**src/rtl/hyperbus_pkg.sv**
```systemverilog
`default_nettype none
// ============================================================================
//  Module   : hyperbus_pkg
//  Purpose  : Shared types and sizing helpers for the HyperBus read packer.
//  Revision : 1.0 - initial release
// ============================================================================
package hyperbus_pkg;

  localparam int unsigned WORD_W = 16;

  // Packer control states
  typedef enum logic [1:0] {
    IDLE    = 2'd0,
    COLLECT = 2'd1,
    DRAIN   = 2'd2
  } rx_state_e;

  // Read burst descriptor, sized for the widest supported counter (LEN_W <= 32)
  typedef struct packed {
    logic [31:0] words;
    logic [7:0]  offset;
  } rx_cmd_t;

  // 16-bit words carried by one output beat
  function automatic int unsigned words_per_beat(input int unsigned dw);
    return dw / WORD_W;
  endfunction

  // Width of a lane index; beats always hold at least two words
  function automatic int unsigned lane_bits(input int unsigned dw);
    return $clog2(dw / WORD_W);
  endfunction

endpackage
`default_nettype wire

```
**src/rtl/hyperbus_rx_beat_reg.sv**
```systemverilog
`default_nettype none
// ============================================================================
//  Module   : hyperbus_rx_beat_reg
//  Purpose  : Single-entry valid/ready output register holding one packed
//             beat {data, strb, last, err}. A load on the same edge as an
//             output handshake replaces the entry and keeps valid asserted.
//  Revision : 1.0 - initial release
// ============================================================================
module hyperbus_rx_beat_reg #(
  parameter int DW = 64
) (
  input  logic            clk0,
  input  logic            rst_ni,
  input  logic            load,
  input  logic [DW-1:0]   load_data,
  input  logic [DW/8-1:0] load_strb,
  input  logic            load_last,
  input  logic            load_err,
  input  logic            out_ready,
  output logic            out_valid,
  output logic [DW-1:0]   out_data,
  output logic [DW/8-1:0] out_strb,
  output logic            out_last,
  output logic            out_err
);

  // Capture a completed beat, or retire the current one on handshake
  always_ff @(posedge clk0 or negedge rst_ni) begin
    if (!rst_ni) begin
      out_valid <= 1'b0;
      out_data  <= '0;
      out_strb  <= '0;
      out_last  <= 1'b0;
      out_err   <= 1'b0;
    end else if (load) begin
      out_valid <= 1'b1;
      out_data  <= load_data;
      out_strb  <= load_strb;
      out_last  <= load_last;
      out_err   <= load_err;
    end else if (out_valid && out_ready) begin
      out_valid <= 1'b0;
    end
  end

endmodule
`default_nettype wire

```
**src/rtl/hyperbus_rx_packer.sv**
```systemverilog
`default_nettype none
// ============================================================================
//  Module   : hyperbus_rx_packer
//  Purpose  : Packs 16-bit words from the HyperBus read CDC FIFO into AXI_DW
//             wide read beats with byte strobes, last flag and error flag.
//             Optional idle timeout enabled by HYPERBUS_RX_TIMEOUT_EN.
//  Revision : 1.0 - initial release
// ============================================================================
module hyperbus_rx_packer
  import hyperbus_pkg::*;
#(
  parameter int AXI_DW = 64,
  parameter int LEN_W  = 16,
  parameter int TO_W   = 16
) (
  input  logic                          clk0,
  input  logic                          rst_ni,
  input  logic                          cmd_valid_i,
  output logic                          cmd_ready_o,
  input  logic [LEN_W-1:0]              cmd_words_i,
  input  logic [lane_bits(AXI_DW)-1:0]  cmd_offset_i,
  input  logic [TO_W-1:0]               cfg_timeout_i,
  input  logic                          rx_valid_i,
  input  logic [15:0]                   rx_data_i,
  output logic                          rx_ready_o,
  output logic                          rvalid_o,
  input  logic                          rready_i,
  output logic [AXI_DW-1:0]             rdata_o,
  output logic [AXI_DW/8-1:0]           rstrb_o,
  output logic                          rlast_o,
  output logic                          rerr_o
);

  localparam int NW = words_per_beat(AXI_DW);
  localparam int LW = lane_bits(AXI_DW);
  localparam int SW = AXI_DW / 8;

  rx_state_e         state;
  logic [LEN_W:0]    remaining;
  logic [LW-1:0]     lane;
  logic [AXI_DW-1:0] acc;
  logic [SW-1:0]     acc_strb;
  logic [AXI_DW-1:0] beat_data;
  logic [SW-1:0]     beat_strb;
  logic [AXI_DW-1:0] load_data;
  logic [SW-1:0]     load_strb;
  logic              pop;
  logic              last_word;
  logic              beat_done;
  logic              stalled;
  logic              timeout_hit;
  logic              load_beat;
  rx_cmd_t           cmd_in;
  logic              unused_cmd;

  assign cmd_in     = '{words: 32'(cmd_words_i), offset: 8'(cmd_offset_i)};
  assign unused_cmd = ^cmd_in;

  // Word path: the incoming word replaces its lane in the accumulator
  for (genvar n = 0; n < NW; n++) begin : g_lane
    assign beat_data[16*n +: 16] = (lane == LW'(n)) ? rx_data_i : acc[16*n +: 16];
    assign beat_strb[2*n +: 2]   = (lane == LW'(n)) ? 2'b11 : acc_strb[2*n +: 2];
  end

  assign pop       = rx_valid_i && rx_ready_o;
  assign last_word = (remaining == (LEN_W+1)'(1));
  assign beat_done = (lane == LW'(NW - 1)) || last_word;
  assign stalled   = rvalid_o && !rready_i;

  // FIFO pop: discard outside COLLECT, respect beat backpressure inside it
  always_comb begin
    rx_ready_o = 1'b1;
    if (state == COLLECT) begin
      rx_ready_o = !rvalid_o || rready_i;
    end
  end

`ifdef HYPERBUS_RX_TIMEOUT_EN
  logic [TO_W-1:0] idle_cnt;

  // Idle counter: counts pop-free cycles in COLLECT, frozen under backpressure
  always_ff @(posedge clk0 or negedge rst_ni) begin
    if (!rst_ni) begin
      idle_cnt <= '0;
    end else if (state != COLLECT || pop) begin
      idle_cnt <= '0;
    end else if (!stalled && idle_cnt != '1) begin
      idle_cnt <= idle_cnt + TO_W'(1);
    end
  end

  assign timeout_hit = (state == COLLECT) && !pop && !stalled &&
                       (cfg_timeout_i != '0) && (idle_cnt >= cfg_timeout_i);
`else
  logic unused_timeout;
  assign unused_timeout = ^cfg_timeout_i;
  assign timeout_hit    = 1'b0;
`endif

  // A timeout flushes whatever has been accumulated, possibly nothing
  assign load_beat = (state == COLLECT) && ((pop && beat_done) || timeout_hit);
  assign load_data = timeout_hit ? acc : beat_data;
  assign load_strb = timeout_hit ? acc_strb : beat_strb;

  // Control FSM with word counter, lane pointer and accumulator
  always_ff @(posedge clk0 or negedge rst_ni) begin
    if (!rst_ni) begin
      state       <= IDLE;
      cmd_ready_o <= 1'b1;
      remaining   <= '0;
      lane        <= '0;
      acc         <= '0;
      acc_strb    <= '0;
    end else begin
      case (state)
        IDLE: begin
          if (cmd_valid_i && cmd_ready_o) begin
            remaining   <= (LEN_W+1)'(cmd_in.words[LEN_W-1:0]) + (LEN_W+1)'(1);
            lane        <= cmd_in.offset[LW-1:0];
            acc         <= '0;
            acc_strb    <= '0;
            cmd_ready_o <= 1'b0;
            state       <= COLLECT;
          end
        end
        COLLECT: begin
          if (pop) begin
            remaining <= remaining - (LEN_W+1)'(1);
            if (beat_done) begin
              acc      <= '0;
              acc_strb <= '0;
              lane     <= '0;
              if (last_word) begin
                state <= DRAIN;
              end
            end else begin
              acc      <= beat_data;
              acc_strb <= beat_strb;
              lane     <= lane + LW'(1);
            end
          end else if (timeout_hit) begin
            acc       <= '0;
            acc_strb  <= '0;
            lane      <= '0;
            remaining <= '0;
            state     <= DRAIN;
          end
        end
        DRAIN: begin
          if (rvalid_o && rready_i) begin
            cmd_ready_o <= 1'b1;
            state       <= IDLE;
          end
        end
        default: begin
          cmd_ready_o <= 1'b1;
          state       <= IDLE;
        end
      endcase
    end
  end

  hyperbus_rx_beat_reg #(
    .DW (AXI_DW)
  ) u_beat_reg (
    .clk0      (clk0),
    .rst_ni    (rst_ni),
    .load      (load_beat),
    .load_data (load_data),
    .load_strb (load_strb),
    .load_last (timeout_hit || last_word),
    .load_err  (timeout_hit),
    .out_ready (rready_i),
    .out_valid (rvalid_o),
    .out_data  (rdata_o),
    .out_strb  (rstrb_o),
    .out_last  (rlast_o),
    .out_err   (rerr_o)
  );

endmodule
`default_nettype wire

```
**config.mk**
```make
export PLATFORM = sky130hd
export DESIGN_NAME = hyperbus_rx_packer
export DESIGN_NICKNAME = d
export VERILOG_FILES = /design/src/rtl/hyperbus_pkg.sv /design/src/rtl/hyperbus_rx_beat_reg.sv /design/src/rtl/hyperbus_rx_packer.sv
export SDC_FILE = /design/constraint.sdc
export NUM_CORES = 1
export LEC_CHECK = 0
export ABC_CLOCK_PERIOD_IN_PS = 2600
export BUFFER_PORTS_ARGS = -buffer_cell sky130_fd_sc_hd__buf_2
export CAP_MARGIN = 20
export CELL_PAD_IN_SITES_DETAIL_PLACEMENT = 0
export CELL_PAD_IN_SITES_GLOBAL_PLACEMENT = 2
export CORE_MARGIN = 5
export CORE_UTILIZATION = 36
export DETAILED_ROUTE_END_ITERATION = 12
export GPL_TIMING_DRIVEN = 0
export PLACE_DENSITY_LB_ADDON = 0.1
export SLEW_MARGIN = 20
export SYNTH_ARGS = -nofsm -noshare
export SYNTH_HDL_FRONTEND = slang
export SYNTH_SLANG_ARGS = --single-unit
```
**constraint.sdc**
```tcl
create_clock -name clk0 -period 2.6 [get_ports clk0]
set_clock_uncertainty 0.2 [all_clocks]
set_input_delay 0.65 -clock clk0 [delete_from_list [all_inputs] [get_ports clk0]]
set_output_delay 0.65 -clock clk0 [all_outputs]
set_load 0.005 [all_outputs]
```
# Word-level counts from Yosys, hierarchy flattened
# Cells that the tools add are included.
[totals]
reg_bits = 168
latchBits = 0
ramBits = 0
mem_bits_ro = 0
wordCells = 75
mem_count = 0
[op_classes]
addsub = 3
multipliers = 0
n_div = 0
n_lt_le_gt_ge = 0
n_eq_ne = 11
n_shift = 0
n_mux = 35
n_bitwise = 1
n_reduce_logical = 15
[op_table]
columns = ["cell", "count"]
rows = [
  ["$mux W64", 3],
  ["$pmux W64 S2", 1],
  ["$mux W16", 4],
  ["$mux W17", 2],
  ["$pmux W17 S2", 1],
  ["$mux W2", 12],
  ["$mux W8", 3],
  ["$add A16 B1 Y17 const B", 1],
  ["$eq A17 B1 Y1 const B", 1],
  ["$sub A17 B1 Y17 const B", 1],
  ["$pmux W8 S2", 1],
  ["$ne A2 B2 Y1 const B", 5],
  ["$eq A2 B2 Y1 const B", 3],
  ["$pmux W2 S3", 1],
  ["$reduce_and A3 Y1", 2],
  ["$logic_and A1 B1 Y1", 5],
  ["$mux W1", 5],
  ["$reduce_and A5 Y1", 1],
  ["$eq A2 B1 Y1 const B", 2],
  ["$logic_not A2 Y1", 2],
  ["$pmux W2 S2", 1],
  ["$reduce_bool A2 Y1", 2],
  ["$pmux W1 S3", 1],
  ["$add A2 B1 Y2 const B", 1],
  ["3 further kinds", 4],
]

# Depth between registers and ports, before layout
[depth]
ltp_word = 7
mapped_depth = 9
depth_no_buf = 7

# Modules after synthesis
# A second synthesis with hierarchy kept.
[hier_totals]
hier_cells = 727
area_unflattened_um2 = 8376.8
[by_module_without_submodules]
columns = ["mod", "n_inst", "cells_per_inst", "area_per_inst_um2", "seq_area_each_um2"]
rows = [
  ["hyperbus_rx_packer", 1, 568, 5393.9, 2353.5],
  ["hyperbus_rx_beat_reg", 1, 159, 2982.9, 1876.8],
]

# Least setup slack after synthesis
# OpenSTA, ideal clock, no wires.
[synth_timing]
path_type = "register to register"
from = "register remaining[12]"
to = "register acc[53]"
t_arrival_ns = 2.058
required_ns = 2.283
path_slack_ns = 0.225
stages_incl_launch_ff = 9
n_path_buf = 3
period_less_slack_ns = 2.375
cell_sequence = "dfrtp_1 -> or4_4 -> nor4b_4 -> and2_1 -> buf_6 -> buf_8 -> o21ai_4 -> buf_6 -> and2_4"
[synth_between]
elab_chain_cells = 5
[synth_lines]
columns = ["element", "line", "source"]
rows = [
  ["start: declaration", "hyperbus_rx_packer.sv:39", "logic [LEN_W:0] remaining;"],
  ["start signal: assignment", "hyperbus_rx_packer.sv:118", "remaining <= (LEN_W+1)'(cmd_in.words[LEN_W-1:0]) + (LEN_W+1)'(1);"],
  ["start signal: assignment", "hyperbus_rx_packer.sv:128", "remaining <= remaining - (LEN_W+1)'(1);"],
  ["$eq A17 B1 Y1", "hyperbus_rx_packer.sv:66", "assign last_word = (remaining == (LEN_W+1)'(1));"],
  ["$logic_or A1 B1 Y1", "hyperbus_rx_packer.sv:67", "assign beat_done = (lane == LW'(NW - 1)) || last_word;"],
  ["$mux W64", "hyperbus_rx_packer.sv:129", "if (beat_done) begin"],
  ["$mux W64", "hyperbus_rx_packer.sv:127", "if (pop) begin"],
  ["$pmux W64 S2", "hyperbus_rx_packer.sv:115", "case (state)"],
  ["end signal: assignment", "hyperbus_rx_packer.sv:137", "acc <= beat_data;"],
  ["end: declaration", "hyperbus_rx_packer.sv:41", "logic [AXI_DW-1:0] acc;"],
]
# No other way between the ends. The select of a mux whose other input is x is not followed.
# A chain may end at the register's enable or synchronous reset.

# Worst setup path after layout
[layout_timing]
from = "register remaining[12]"
to = "register acc[22]"
# Same word-level chain as after synthesis.

==> impl_metrics.tcl <==
set metrics [dict create \
    hpwl_mm 16.6 \
    status "finished, violations left" \
    cp_max_fo 10 \
    ys_seq_elements 168 \
    ant_nets 0 \
    via_count 6178 \
    via_per_inst 5.47 \
    antenna_found_initial 0 \
    arrival_ns 2.59 \
    gp_routability_congestion 0.805 \
    clk_pin_slew_ns 0.07 \
    num_rows 53 \
    dieArea_sq_um 24400 \
    rsz0062_at_grt "no" \
    finalSetupViolations 0 \
    cts.path.max_buffers 2 \
    reg2reg_to "acc[22]$_DFFE_PN0P_" \
    worstMarginPinSlew_ns 0.796 \
    rr_worst_depth 7 \
    utilization_pct 44.4 \
    drive_gt1_share_pct 24.7 \
    p_leak_nw 4.37 \
    yosys.area.top_type "dfrtp_1" \
    min_period_ns 2.48 \
    cts_inserted_buffers 17 \
    die_y_microns 156 \
    finalWirelength_mm 22.7 \
    multiInputGateArea_sq_um 3250 \
    ctsHoldBuffers 0 \
    ys_types 57 \
    syn2layout_area_growth_pct 21.1 \
    rrSetupSlack_ns 0.12 \
    synth_ff_type "dfrtp_1" \
    antenna_cells 0 \
    cts_root_buffer "clkbuf_16" \
    h-tree-depth 4 \
    slew_headroom_pct 46.9 \
    max_freq_mhz 403 \
    io_buffer_count 114 \
    cp-startpoint "remaining[12]$_DFFE_PN0P_" \
    synth-seq-area-share_pct 54.6 \
    grt_usage_pct 19.0 \
    fillers 2046 \
    ir_drop_mv 0.447 \
    wl_per_cell_microns 20.1 \
    layout.area.seq_sq_um 4210 \
    violations "hold timing" \
    cp-end-kind "register" \
    first_iter_violations 296 \
    synthTopCellsByArea "dfrtp_1 (54%), o21ai_0 (7.0%), mux2i_1 (6.2%)" \
    endpoint "acc[22]$_DFFE_PN0P_" \
    grt_pass1_wl_mm 36.3 \
    hold_viol_final 1 \
    crit_required_ns 2.71 \
    hold_class "input pin to asynchronous set/reset pin" \
    nets 905 \
    syn_inst 707 \
    die_x_microns 156 \
    critPathLaunchType "register" \
    synth_area_sq_um 7710 \
    yosys_warnings 0 \
    avgSynthCellArea_sq_um 10.9 \
    p_total_mw 5.23 \
    synthesis.nets 769 \
    fin_setup_tns_ns 0 \
    drc 0 \
    drtPass1Iterations 5 \
    maxSlewViolCount 0 \
    cts_sinks 168 \
    hold_slack_ns -0.00189 \
    clock_latency_ns 0.43 \
    drv_cap 0 \
    synthArstFlopShare_pct 100 \
    start_util_pct 36.7 \
    worstSetupPathType "register to register" \
    r2r-start "remaining[12]$_DFFE_PN0P_" \
    grt_max_degree 89 \
    grt_pass1_vias 6338 \
    synth_top_area_share_pct 54.2 \
    synth_edf_count 0 \
    fin_crit_sh_pct 95.3 \
    grt.overflow.total 0 \
    power.density_nw_per_um2 560 \
    ios 132 \
    core_area_sq_um 21000 \
    cts_tree "built" \
]
layout by cell type (no fill, tap or decap), types with 3 or more instances in the layout:
cell	netlist	final
o31ai_4	3	3
o21ai_1	18	18
xnor2_1	10	10
nand4_1	9	9
buf_6	9	9
nor3_1	10	9
and3_1	7	7
clkbuf_2	3	10
and2_4	10	10
a22oi_1	3	3
o22ai_1	35	35
a311oi_1	3	3
clkbuf_16	0	17
clkinvlp_4	0	5
o21ai_0	108	108
nand2_2	0	3
nor2_1	35	35
dfrtp_2	0	3
nand3_1	8	7
a31oi_1	4	4
a21oi_1	44	42
and4_1	4	4
a22o_1	48	48
dfrtp_1	167	164
mux2i_1	48	48
inv_1	7	7
nor4_1	6	4
buf_2	8	119
nand2_1	15	12
clkbuf_1	32	25
and2_1	10	10
ha_1	7	7
buf_4	1	6
area by class of cell:
| type | count | area share [%] |
|---|---|---|
| plain buffers | 51 | 3.24 |
| clock buffers | 19 | 4.64 |
| clock inverters | 12 | 1.30 |
| inverters | 8 | 0.322 |
| multi-input cells | 477 | 34.8 |
| flip-flops and latches | 168 | 45.1 |
| well taps | 275 | 3.69 |
| repair buffers | 120 | 6.92 |
power by group:
part | internal, mW | total [mW] | leakage, nW | switching (mW)
registers | 2.61 | 2.61 | 2.32 | 0
clock network | 1.33 | 2.43 | 0.256 | 1.10
logic | 0.0482 | 0.181 | 1.79 | 0.132
synth_stat cells (10+ instances only):
cell type and n:
a21oi_1 44, a22o_1 48, and2_1 10, and2_4 10, clkbuf_1 32, dfrtp_1 167
mux2i_1 48, nand2_1 15, nor2_1 35, nor3_1 10, o21ai_0 108, o21ai_1 18
o22ai_1 35, xnor2_1 10
cells by family after synthesis:
| kind of cell | count (synthesis) | share of synthesized area [%] |
|---|---|---|
| AOI/OAI and AO/OA | 281 | 23.0 |
| xor gates and xnor gates | 12 | 1.36 |
| adders and majority gates | 7 | 1.14 |
| buffers and inverters | 62 | 4.27 |
| DFF | 168 | 54.6 |
| muxes | 48 | 6.23 |
| other | 1 | 0.0487 |
| and+or+nand+nor | 128 | 9.40 |
worst min path at each step:
stage	startpoint	endpoint
floorplan	rst_ni	acc[0]$_DFFE_PN0P_
global placement	u_beat_reg.out_last$_DFFE_PN0P_	u_beat_reg.out_last$_DFFE_PN0P_
detailed placement	u_beat_reg.out_last$_DFFE_PN0P_	u_beat_reg.out_last$_DFFE_PN0P_
CTS	rst_ni	u_beat_reg.out_data[5]$_DFFE_PN0P_
global route	rst_ni	u_beat_reg.out_data[5]$_DFFE_PN0P_
finish	rst_ni	u_beat_reg.out_data[5]$_DFFE_PN0P_
what timing repair did:
action,in CTS,in global routing
setup endpoints to repair,110,115
gates resized for setup,14,20
buffers inserted,4,1
pin swaps,2,1
per-layer routing:
layer	wire [microns]	up-vias	GRT usage [%]
li1	-	2898	-
met4	190	0	4.75
met1	10300	3102	26.0
met5	0	-	0
met3	1100	14	3.68
met2	11100	164	31.3
critical path: stages (launching register included):
cell and delay, ns:
dfrtp_2 0.40, or4_4 0.57, nor2_1 0.16, nand4_1 0.24, and3_1 0.27, clkbuf_2 0.17, buf_6 0.17, a22o_1 0.18
metrics by stage:
stage	std cells	instance area (sq um)	setup slack, ns	hold WS, ns
3_5_place_dp	1097	8660	-0.300	0.267
2_1_floorplan	707	7710	0.225	0.154
3_3_place_gp	1096	8620	-1.93	0.259
5_1_grt	1130	9330	0.0227	0.0557
6_report	1130	9330	0.121	-0.00189
4_1_cts	1131	9270	-0.0468	0.0273
sequential cells by signal (all words and copies together) (netlist names), 2 cells and up:
name,cells
state,2
acc,64
remaining,17
u_beat_reg.out_strb,8
u_beat_reg.out_data,64
acc_strb,8
lane,2
No activity file was read; power rests on OpenSTA's default activity.
